<file path="src/rtl/ibuffer_issue_arb_if.sv">
// Handshake bundle between the warp instruction buffers, the issue arbiter and the issue stage.
// master = buffers/downstream side, slave = arbiter side.
interface ibuffer_issue_arb_if #(
   parameter int NUM_REQS   = 4,
   parameter int DATA_WIDTH = 128
);
   localparam int IDX_W = (NUM_REQS > 1) ? $clog2(NUM_REQS) : 1;

   logic [NUM_REQS-1:0]            req_valid;
   logic [NUM_REQS*DATA_WIDTH-1:0] req_data;
   logic [NUM_REQS-1:0]            req_ready;
   logic [NUM_REQS-1:0]            req_block;
   logic                           out_valid;
   logic [DATA_WIDTH-1:0]          out_data;
   logic [IDX_W-1:0]               out_idx;
   logic                           out_ready;

   modport master (
      output req_valid, req_data, req_block, out_ready,
      input  req_ready, out_valid, out_data, out_idx
   );

   modport slave (
      input  req_valid, req_data, req_block, out_ready,
      output req_ready, out_valid, out_data, out_idx
   );
endinterface

</file>
<file path="src/rtl/ibuffer_issue_arb.sv">
// Round-robin issue arbiter: picks one eligible warp buffer per cycle into a one-entry output stage.
// Define IBUF_ARB_PERF_EN to build the perf_issued / perf_stalls counters.
module ibuffer_issue_arb #(
   parameter int NUM_REQS   = 4,
   parameter int DATA_WIDTH = 128
) (
   input  logic                   clk,
   input  logic                   reset_n,
   ibuffer_issue_arb_if.slave     bus
`ifdef IBUF_ARB_PERF_EN
   ,
   output logic [31:0]            perf_issued,
   output logic [31:0]            perf_stalls
`endif
);
   localparam int IDX_W = (NUM_REQS > 1) ? $clog2(NUM_REQS) : 1;

   logic [NUM_REQS-1:0]   eligible_s;
   logic                  load_en_s;
   logic [NUM_REQS-1:0]   grant_s;
   logic [IDX_W-1:0]      grant_idx_s;
   logic                  found_s;
   logic [NUM_REQS-1:0]   shifted_s;
   int                    cand_s;
   logic [DATA_WIDTH-1:0] sel_data_s;
   logic [IDX_W-1:0]      rr_next_s;

   logic                  out_valid_q;
   logic [DATA_WIDTH-1:0] out_data_q;
   logic [IDX_W-1:0]      out_idx_q;
   logic [IDX_W-1:0]      rr_ptr_q;

   assign eligible_s = bus.req_valid & ~bus.req_block;
   assign load_en_s  = ~out_valid_q | bus.out_ready;

   // Rotating scan from rr_ptr; the modulo is done by subtraction so any NUM_REQS works.
   always_comb begin
      found_s     = 1'b0;
      grant_idx_s = '0;
      cand_s      = 0;
      shifted_s   = '0;
      for (int k = 0; k < NUM_REQS; k++) begin
         cand_s = int'(rr_ptr_q) + k;
         if (cand_s >= NUM_REQS) begin
            cand_s = cand_s - NUM_REQS;
         end else begin
            cand_s = cand_s;
         end
         shifted_s = eligible_s >> cand_s;
         if (!found_s && shifted_s[0]) begin
            found_s     = 1'b1;
            grant_idx_s = IDX_W'(cand_s);
         end else begin
            found_s     = found_s;
         end
      end
   end

   // One-hot grant, granted record and pointer successor.
   always_comb begin
      grant_s    = '0;
      sel_data_s = '0;
      rr_next_s  = '0;
      if (found_s) begin
         grant_s = NUM_REQS'(1'b1) << grant_idx_s;
      end else begin
         grant_s = '0;
      end
      for (int j = 0; j < NUM_REQS; j++) begin
         if (grant_s[j]) begin
            sel_data_s = bus.req_data[j*DATA_WIDTH +: DATA_WIDTH];
         end else begin
            sel_data_s = sel_data_s;
         end
      end
      if (grant_idx_s == IDX_W'(NUM_REQS - 1)) begin
         rr_next_s = '0;
      end else begin
         rr_next_s = grant_idx_s + IDX_W'(1'b1);
      end
   end

   // Pop strobe is suppressed while reset is held so no buffer loses an entry.
   assign bus.req_ready = (load_en_s && reset_n) ? grant_s : '0;

   // Output stage and round-robin pointer.
   always_ff @(posedge clk or negedge reset_n) begin
      if (!reset_n) begin
         out_valid_q <= 1'b0;
         out_data_q  <= '0;
         out_idx_q   <= '0;
         rr_ptr_q    <= '0;
      end else if (load_en_s) begin
         if (found_s) begin
            out_valid_q <= 1'b1;
            out_data_q  <= sel_data_s;
            out_idx_q   <= grant_idx_s;
            rr_ptr_q    <= rr_next_s;
         end else begin
            out_valid_q <= 1'b0;
         end
      end else begin
         out_valid_q <= out_valid_q;
      end
   end

   assign bus.out_valid = out_valid_q;
   assign bus.out_data  = out_data_q;
   assign bus.out_idx   = out_idx_q;

`ifdef IBUF_ARB_PERF_EN
   logic [31:0] issued_q;
   logic [31:0] stalls_q;

   // Issue and back-pressure counters; both wrap naturally at 2^32.
   always_ff @(posedge clk or negedge reset_n) begin
      if (!reset_n) begin
         issued_q <= 32'd0;
         stalls_q <= 32'd0;
      end else if (out_valid_q) begin
         if (bus.out_ready) begin
            issued_q <= issued_q + 32'd1;
         end else begin
            stalls_q <= stalls_q + 32'd1;
         end
      end else begin
         issued_q <= issued_q;
      end
   end

   assign perf_issued = issued_q;
   assign perf_stalls = stalls_q;
`endif
endmodule
</file>
<file path="src/flat_wrapper.sv">
// flat-port wrapper written by rule: the top's interface ports become plain ports
module ibuffer_issue_arb_flat 
#(
   parameter int NUM_REQS   = 4,
   parameter int DATA_WIDTH = 128
)
  (clk, reset_n, bus_req_valid, bus_req_data, bus_req_block, bus_out_ready, bus_req_ready, bus_out_valid, bus_out_data, bus_out_idx);
  ibuffer_issue_arb_if #(.NUM_REQS(NUM_REQS), .DATA_WIDTH(DATA_WIDTH)) bus_i ();
  input  logic clk;
  input  logic reset_n;
  input wire logic [$bits(bus_i.req_valid)-1:0] bus_req_valid;
  input wire logic [$bits(bus_i.req_data)-1:0] bus_req_data;
  input wire logic [$bits(bus_i.req_block)-1:0] bus_req_block;
  input wire logic [$bits(bus_i.out_ready)-1:0] bus_out_ready;
  output wire logic [$bits(bus_i.req_ready)-1:0] bus_req_ready;
  output wire logic [$bits(bus_i.out_valid)-1:0] bus_out_valid;
  output wire logic [$bits(bus_i.out_data)-1:0] bus_out_data;
  output wire logic [$bits(bus_i.out_idx)-1:0] bus_out_idx;
  assign bus_i.req_valid = bus_req_valid;
  assign bus_i.req_data = bus_req_data;
  assign bus_i.req_block = bus_req_block;
  assign bus_i.out_ready = bus_out_ready;
  assign bus_req_ready = bus_i.req_ready;
  assign bus_out_valid = bus_i.out_valid;
  assign bus_out_data = bus_i.out_data;
  assign bus_out_idx = bus_i.out_idx;
  ibuffer_issue_arb #(.NUM_REQS(NUM_REQS), .DATA_WIDTH(DATA_WIDTH)) u_core (.clk(clk), .reset_n(reset_n), .bus(bus_i));
endmodule
</file>
<file path="config.mk">
export PLATFORM = sky130hd
export DESIGN_NAME = ibuffer_issue_arb_flat
export DESIGN_NICKNAME = d
export VERILOG_FILES = /design/src/rtl/ibuffer_issue_arb_if.sv /design/src/rtl/ibuffer_issue_arb.sv /design/src/flat_wrapper.sv
export SDC_FILE = /design/constraint.sdc
export NUM_CORES = 1
export LEC_CHECK = 0
export BUFFER_PORTS_ARGS = -buffer_cell sky130_fd_sc_hd__buf_4
export CORE_AREA = 8 8 248 250
export DETAILED_ROUTE_END_ITERATION = 16
export DIE_AREA = 0 0 256 258
export GPL_TIMING_DRIVEN = 0
export PLACE_DENSITY = 0.42
export SLEW_MARGIN = 20
export SYNTH_ARGS = -nofsm -noshare
export SYNTH_HDL_FRONTEND = slang
export SYNTH_SLANG_ARGS = --single-unit
</file>
<file path="constraint.sdc">
create_clock -name clk -period 5.3 [get_ports clk]
set_clock_uncertainty 0.1 [all_clocks]
set_input_delay 1.06 -clock clk [delete_from_list [all_inputs] [get_ports clk]]
set_output_delay 1.06 -clock clk [all_outputs]
set_load 0.1 [all_outputs]
</file>
==> results of run 1 <==
layout make-up:
type	instances	area, µm²
clock buffers	17	425
multi-input cells	706	5470
diodes	1	2.50
flip-flops and latches	133	3330
plain buffers	98	442
repair buffers	659	4990
clock inverters	15	180
fillers	6208	41500
well taps	765	957
inverters	5	18.8
how the worst max path moves through the flow:
stage	end	cells past startpoint
2_1_floorplan	bus_req_ready[3]	10
3_3_place_gp	u_core.bus.out_data[94]	12
3_5_place_dp	bus_req_ready[3]	13
4_1_cts	bus_req_ready[3]	11
5_1_grt	bus_req_ready[3]	11
6_report	bus_req_ready[2]	10
critical path, delay by kind of cell (launching register included):
family | cells | cell delay, ns
AOI/OAI and AO/OA | 2 | 0.50
DFF | 1 | 0.50
buffers and inverters | 3 | 0.71
muxes | 1 | 0.53
adders and majority gates | 2 | 0.70
and+or+nand+nor | 2 | 0.45
placed cells by master (no fill, tap or decap), drive strengths merged, types with 2 or more instances in the layout:
cell type  count
a21o           2
a21oi          3
a221oi       128
a31oi          2
and3           4
and3b          2
buf          678
bufinv         3
clkbuf        96
clkinv         4
clkinvlp       5
dfrtp        133
ha             7
inv            8
mux2         130
mux2i          2
mux4           3
nand2        132
nand2b         5
nor2           3
nor2b        133
o211ai         2
o21ai          3
o31a           2
o31ai        129
routing by layer:
| metal | vias up | share of wire [%] | global-route usage, % |
|---|---|---|---|
| met4 | 0 | 2.8 | 6.19 |
| met3 | 61 | 8.1 | 6.00 |
| met1 | 5125 | 37 | 17.6 |
| met2 | 510 | 52 | 29.7 |
| met5 | - | 0 | 0 |
| li1 | 4965 | - | - |
cells by family after synthesis:
family	Yosys count	synth area share [%]
AO/OA/AOI/OAI	277	24.1
buffers and inverters	107	4.90
multiplexers	135	18.1
AND/OR/NAND/NOR	287	15.9
flip-flops	133	36.0
adder cells (fa/ha/maj)	7	0.947
flip-flops by register name, indices dropped and copies added, names as in the netlist:
| signal | cells |
|---|---|
| u_core.bus.out_data | 128 |
| u_core.rr_ptr_q | 2 |
| u_core.bus.out_idx | 2 |
| u_core.bus.out_valid | 1 |
through the flow:
stage               TNS, ns  setup slack, ns  cells  cell area [µm²]
detailed placement   -0.726           -0.305   2370            15200
CTS                       0           0.0485   2398            15800
global placement     -19.06           -0.708   2368            15100
finish                    0            0.264   2399            15800
floorplan                 0            0.189    946             9250
global route              0          0.00644   2398            15800
==> results.json, run 1 <==
{
  "status": "finished, final reports clean",
  "synth_async_sr_flop_share_pct": 100,
  "hold_path.class": "primary input to asynchronous set/reset pin",
  "cts_root_buffer": "clkbuf_16",
  "fp-row-count": 88,
  "worstRegToRegCells": 13,
  "path_max_fanout": 19,
  "wl_per_cell_um": 23.7,
  "drc_errors": 0,
  "grt_pass1_wl_um": 81200,
  "synth_ff_type": "dfrtp_1",
  "antenna_left": 0,
  "dp_hpwl_um": 47400,
  "clock.fmax_mhz": 199,
  "viasPerCell": 4.44,
  "fin_crit_sh_pct": 95.0,
  "max_stage_delay_ns": 0.53,
  "min_period_ns": 5.04,
  "clk_pin_slew_worst_paths_ns": 0.06,
  "cts.repair.resized": 6,
  "core_um2": 57400,
  "ys_ff_latch": 133,
  "cts_tree": "built",
  "clock_path_buffers": 2,
  "slew_viol_final": 0,
  "start_util_pct": 16.1,
  "crit_chain": "inv_2 -> ha_2 -> mux4_2 -> nor2_1 -> a31oi_1 -> o31a_1 -> ha_1 -> clkbuf_2 -> and3_1 -> buf_4",
  "clkSinkCount": 133,
  "rsz0062_at_grt": "false",
  "syn_avg_cell_area_um2": 9.77,
  "layout-area-overhead-vs-synth_pct": 71.1,
  "seq_area_frac_synth_pct": 36.0,
  "antenna_found_initial": 3,
  "grt_pass1_vias": 11756,
  "max_slew_margin_pct": 42.3,
  "numCtsBuffers": 17,
  "finalCoreUtilization_pct": 27.6,
  "track_usage_pct": 16.5,
  "synth_cell_types": 40,
  "cp_data_required_time_ns": 4.14,
  "cp.arrival_ns": 3.88,
  "dieArea_um2": 66000,
  "ys_warn_count": 0,
  "pin_count": 658,
  "final_nets": 2150,
  "worst_pin_slew_ns": 0.866,
  "syn_area_um2": 9250,
  "synth_cells": 946,
  "maxCapViolCount": 0,
  "cp-start-kind": "flip-flop",
  "drtIter0Drc": 554,
  "startpoint": "u_core.rr_ptr_q[0]",
  "hold_buffers": 0,
  "slowest_stage": "mux4_2",
  "dr.pass1.iters": 6,
  "wirelength_um": 56800,
  "r2r-end": "u_core.bus.out_data[87]",
  "io_buffers": 657,
  "yosysTopAreaCellShare_pct": 36.0,
  "synth.area.top_cells": "dfrtp_1 (36%), a221oi_1 (12%), mux2_2 (12%)",
  "die_h_um": 258,
  "insertion_delay_ns": 0.47,
  "place.gp.congestion": 0.923,
  "grt_overflow_total": 0,
  "finalHoldViolCount": 0,
  "setup_viol": 0,
  "grt_max_degree": 73,
  "via_count": 10661,
  "synth_edf_count": 0,
  "synthTopCellsByCount": "dfrtp_1 (133), nor2b_1 (133), nand2_1 (132)",
  "end_kind": "output pin",
  "fp.dieW_um": 256,
  "synth_top_area_cell": "dfrtp_1",
  "cts_setup_buffers": 0,
  "worst_hold_slack_ns": 0.401,
  "worstReg2RegStart": "u_core.rr_ptr_q[0]",
  "drive_gt1_share_pct": 52.3,
  "rrSetupSlack_ns": 0.41,
  "htree_num_levels": 4,
  "crit_type": "flip-flop to output pin",
  "syn_nets": 1476
}
Power of run 1 is left out: the tool's default activity adds up to more than one toggle a clock period on the data nets, which glitch-free logic cannot reach.
==> inputs of run 2 (changes only) <==
- CORE_AREA: 8 8 248 250 -> 8 8 253 255
- DIE_AREA: 0 0 256 258 -> 0 0 261 263
- clock period: 5.3 -> 4.4 ns (I/O delays scaled with it)
==> results.json, run 2 (synthesis gave the netlist of run 1 again) <==
{
  "wl_met2_um": 29900,
  "final_nets": 2157,
  "viasPerCell": 4.47,
  "cts_root_buffer": "clkbuf_16",
  "final_cell_mix": "buf_4 (659), nand2_1 (132), nor2b_1 (132), dfrtp_1 (131), o31ai_1 (128)",
  "die_h_um": 263,
  "core_um2": 59900,
  "dp_hpwl_um": 49500,
  "insertion_delay_ns": 0.47,
  "wl_met3_um": 5350,
  "numCtsBuffers": 17,
  "track_usage_pct": 16.7,
  "io_buffers": 657,
  "setup_viol": 0,
  "final_common_cell": "buf_4",
  "clock_path_buffers": 2,
  "hold_path.class": "primary input to asynchronous set/reset pin",
  "rsz0062_at_grt": "false",
  "slew_viol_final": 0,
  "hold_buffers": 0,
  "antenna_left": 0,
  "clk_pin_slew_worst_paths_ns": 0.06,
  "finalHoldViolCount": 0,
  "wl_met1_um": 22500,
  "htree_num_levels": 4,
  "drtIter0Drc": 597,
  "dr.pass1.iters": 5,
  "status": "finished, final reports clean",
  "wirelength_um": 59800,
  "fp-row-count": 90,
  "pin_count": 658,
  "via_count": 10819,
  "max_slew_margin_pct": 41.1,
  "drive_gt1_share_pct": 53.8,
  "crit_type": "flip-flop to flip-flop",
  "largest_reg_flops": 128,
  "grt_max_degree": 73,
  "maxCapViolCount": 0,
  "layout-area-overhead-vs-synth_pct": 74.2,
  "worst_pin_slew_ns": 0.883,
  "start_util_pct": 15.4,
  "dieArea_um2": 68600,
  "grt_overflow_total": 0,
  "path_max_fanout": 10,
  "cts_tree": "built",
  "fin_crit_sh_pct": 97.8,
  "fillCellCount": 6538,
  "maxUsedRoutingLayer": "met5",
  "cp.arrival_ns": 4.61,
  "min_period_ns": 4.30,
  "clock.fmax_mhz": 232,
  "cp-start-kind": "flip-flop",
  "fp.dieW_um": 261,
  "clkSinkCount": 133,
  "end_kind": "flip-flop",
  "grt_pass1_vias": 11793,
  "grt_pass1_wl_um": 83300,
  "antenna_found_initial": 8,
  "place.gp.congestion": 0.928,
  "wl_per_cell_um": 24.7,
  "cp_data_required_time_ns": 4.71,
  "drc_errors": 0,
  "worst_hold_slack_ns": 0.243
}
## run 2: cell types whose count changed in the layout (fill, tap and decap cells not counted), sizes merged
cell,before,now
buf,678,686
clkbuf,96,99
clkinv,4,7
clkinvlp,5,2
inv,8,5
bufinv,3,2
## run 2: per-stage QoR
step | setup slack [ns] | instances | instance area, µm² | setup TNS, ns | util [%]
floorplan | -0.0463 | 946 | 9260 | -0.0463 | -
global placement | -1.56 | 2385 | 15200 | -116.61 | 25.3
detailed placement | -1.20 | 2387 | 15200 | -49.42 | 25.4
CTS | 0.0191 | 2422 | 16100 | 0 | 26.8
global route | 0.00276 | 2422 | 16100 | 0 | 26.9
finish | 0.0976 | 2423 | 16100 | 0 | 26.9
## run 2: final timing paths
check | from | to | slack [ns] | depth (start not counted)
hold / removal | reset_n | u_core.bus.out_data[33] | 0.24 | 1
max in group asynchronous | reset_n | u_core.bus.out_data[97] | 3.11 | 2
min in group clk | u_core.bus.out_data[84] | u_core.bus.out_data[84] | 0.41 | 1
hold reg to reg | u_core.bus.out_data[84] | u_core.bus.out_data[84] | 0.41 | 1
setup / recovery | u_core.rr_ptr_q[0] | u_core.bus.out_data[89] | 0.1 | 12
setup reg to reg | u_core.rr_ptr_q[0] | u_core.bus.out_data[89] | 0.1 | 12
## run 2: routing by layer
layer	GRT usage [%]	vias to the layer above
li1	-	4983
met1	17.9	5256
met2	29.5	500
met3	5.78	76
met4	6.69	4
met5	0	-
## run 2: timing repair
item	CTS	global route
setup endpoints to repair	132	30
resized for setup	46	20
buffers inserted	5	2
pin swaps	4	4
## run 2: area by class of cell
| cell class | count | area (µm²) | area share, % |
|---|---|---|---|
| well taps | 782 | 978 | 6.07 |
| clock buffers | 21 | 480 | 2.98 |
| multi-input cells | 706 | 5570 | 34.6 |
| flip-flops and latches | 133 | 3330 | 20.7 |
| repair buffers | 666 | 5080 | 31.6 |
| inverters | 5 | 23.8 | 0.148 |
| clock inverters | 11 | 125 | 0.777 |
| plain buffers | 98 | 513 | 3.18 |
| diodes | 1 | 2.50 | 0.0155 |
## run 2: critical path: stages (launching register included)
cell and delay [ns]:
dfrtp_2 0.43, inv_6 0.07, ha_4 0.28, mux4_2 0.54, nor2_4 0.18, a31oi_4 0.11, o31ai_4 0.31, ha_2 0.29
clkbuf_2 0.39, clkbuf_1 0.58, a221oi_2 0.21, o31ai_1 0.46, mux2_2 0.24
Power of run 2 is left out for the same reason.
==> inputs of run 3 (changes only) <==
- CORE_AREA: 8 8 253 255 -> 8 8 248 250
- CTS_CLUSTER_DIAMETER: not set -> 80
- DIE_AREA: 0 0 261 263 -> 0 0 256 258
- clock period: 4.4 -> 4.63 ns (I/O delays scaled with it)
==> results.json, run 3 (synthesis gave the netlist of run 1 again) <==
{
  "htree_num_levels": 4,
  "instances_no_fill": 2404,
  "io_buffers": 657,
  "fp.dieW_um": 256,
  "via_count": 10796,
  "clk_pin_slew_worst_paths_ns": 0.06,
  "antenna_left": 0,
  "grt_max_degree": 70,
  "final_nets": 2155,
  "crit_chain": "inv_2 -> ha_4 -> mux4_2 -> nor2_4 -> a31oi_1 -> o31ai_2 -> ha_2 -> buf_4 -> clkbuf_2 -> clkbuf_1 -> a221oi_1 -> o31ai_1 -> mux2_2",
  "rsz0062_at_grt": "true",
  "path_max_fanout": 10,
  "insertion_delay_ns": 0.47,
  "end_kind": "flip-flop",
  "finalHoldViolCount": 0,
  "hold_buffers": 0,
  "hold_path.class": "primary input to asynchronous set/reset pin",
  "dieArea_um2": 66000,
  "min_period_ns": 4.48,
  "cp-start-kind": "flip-flop",
  "path_delay_family": "buffers and inverters",
  "clock_path_buffers": 2,
  "fp-row-count": 88,
  "final_common_cell": "buf_4",
  "maxCapViolCount": 0,
  "core_um2": 57400,
  "dr.pass1.iters": 7,
  "wl_per_cell_um": 24.4,
  "grt_overflow_total": 0,
  "max_slew_margin_pct": 40.3,
  "pin_count": 658,
  "drtIter0Drc": 639,
  "start_util_pct": 16.1,
  "clkSinkCount": 133,
  "cts_root_buffer": "clkbuf_16",
  "antenna_found_initial": 3,
  "largest_reg_flops": 128,
  "clock.fmax_mhz": 223,
  "die_h_um": 258,
  "wirelength_um": 58700,
  "drc_errors": 0,
  "fin_crit_sh_pct": 96.8,
  "cts_tree": "built",
  "drive_gt1_share_pct": 53.2,
  "grt_pass1_wl_um": 83100,
  "numCtsBuffers": 17,
  "slowest_stage": "mux4_2",
  "setup_viol": 0,
  "max_stage_delay_ns": 0.55,
  "grt_pass1_vias": 11767,
  "path_buf_inv": 4,
  "cp_data_required_time_ns": 4.95,
  "layout-area-overhead-vs-synth_pct": 72.3,
  "slew_viol_final": 0,
  "cp.arrival_ns": 4.80,
  "worst_hold_slack_ns": 0.274,
  "viasPerCell": 4.49,
  "track_usage_pct": 17.0,
  "dp_cells": 2369,
  "setup_tns_ns": 0,
  "dp_hpwl_um": 48500,
  "place.gp.congestion": 0.928,
  "worst_pin_slew_ns": 0.896,
  "final_cell_mix": "buf_4 (662), nand2_1 (132), nor2b_1 (132), dfrtp_1 (131)",
  "crit_type": "flip-flop to flip-flop",
  "status": "finished, final reports clean"
}
-- run 3: changes by cell type in the layout (fill, tap and decap cells not counted), moves of 3 or more --
cell,previous run,this run
clkbuf_1,64,68
a221oi_1,125,128
clkbuf_16,20,17
buf_4,659,662
a221oi_2,3,0
-- run 3: per-stage QoR --
step	util, %	setup slack (ns)	instance area [µm²]
floorplan	-	0.0184	9250
global route	27.8	-0.0315	15900
CTS	27.7	-0.0611	15900
global placement	26.4	-1.12	15100
detailed placement	26.5	-0.933	15200
finish	27.8	0.148	15900
-- run 3: path summary, 6_finish.rpt --
path                                               start                       end  slack (ns)  depth (start not counted)
worst max-delay path                  u_core.rr_ptr_q[0]   u_core.bus.out_data[93]        0.15                         13
worst min-delay path                             reset_n   u_core.bus.out_data[31]        0.27                          1
worst max register to register        u_core.rr_ptr_q[0]   u_core.bus.out_data[93]        0.15                         13
worst min register to register  u_core.bus.out_data[115]  u_core.bus.out_data[115]        0.41                          1
max in group asynchronous                        reset_n        u_core.rr_ptr_q[1]        3.32                          2
min in group clk                u_core.bus.out_data[115]  u_core.bus.out_data[115]        0.41                          1
-- run 3: area by class of cell --
class | instances | area [µm²]
Fill cell | 6210 | 41400
Multi-Input combinational cell | 706 | 5510
Timing Repair Buffer | 665 | 5050
Sequential cell | 133 | 3330
Tap cell | 765 | 957
Clock buffer | 22 | 484
Buffer | 97 | 453
Clock inverter | 10 | 120
Inverter | 5 | 18.8
Antenna cell | 1 | 2.50
-- run 3: repair_timing --
action | 4_1_cts | 5_1_grt
setup endpoints to repair | 132 | 8
gates resized for setup | 28 | 7
setup buffers | 1 | 6
pin swaps | 1 | 2
-- run 3: routing by layer --
metal,GRT usage [%],part of all wire [%],vias up
met3,6.67,8.5,64
met2,30.6,52,517
met1,18.3,37,5239
met5,0,0.022,-
li1,-,-,4974
met4,5.31,2.5,2
Power of run 3 is left out for the same reason.
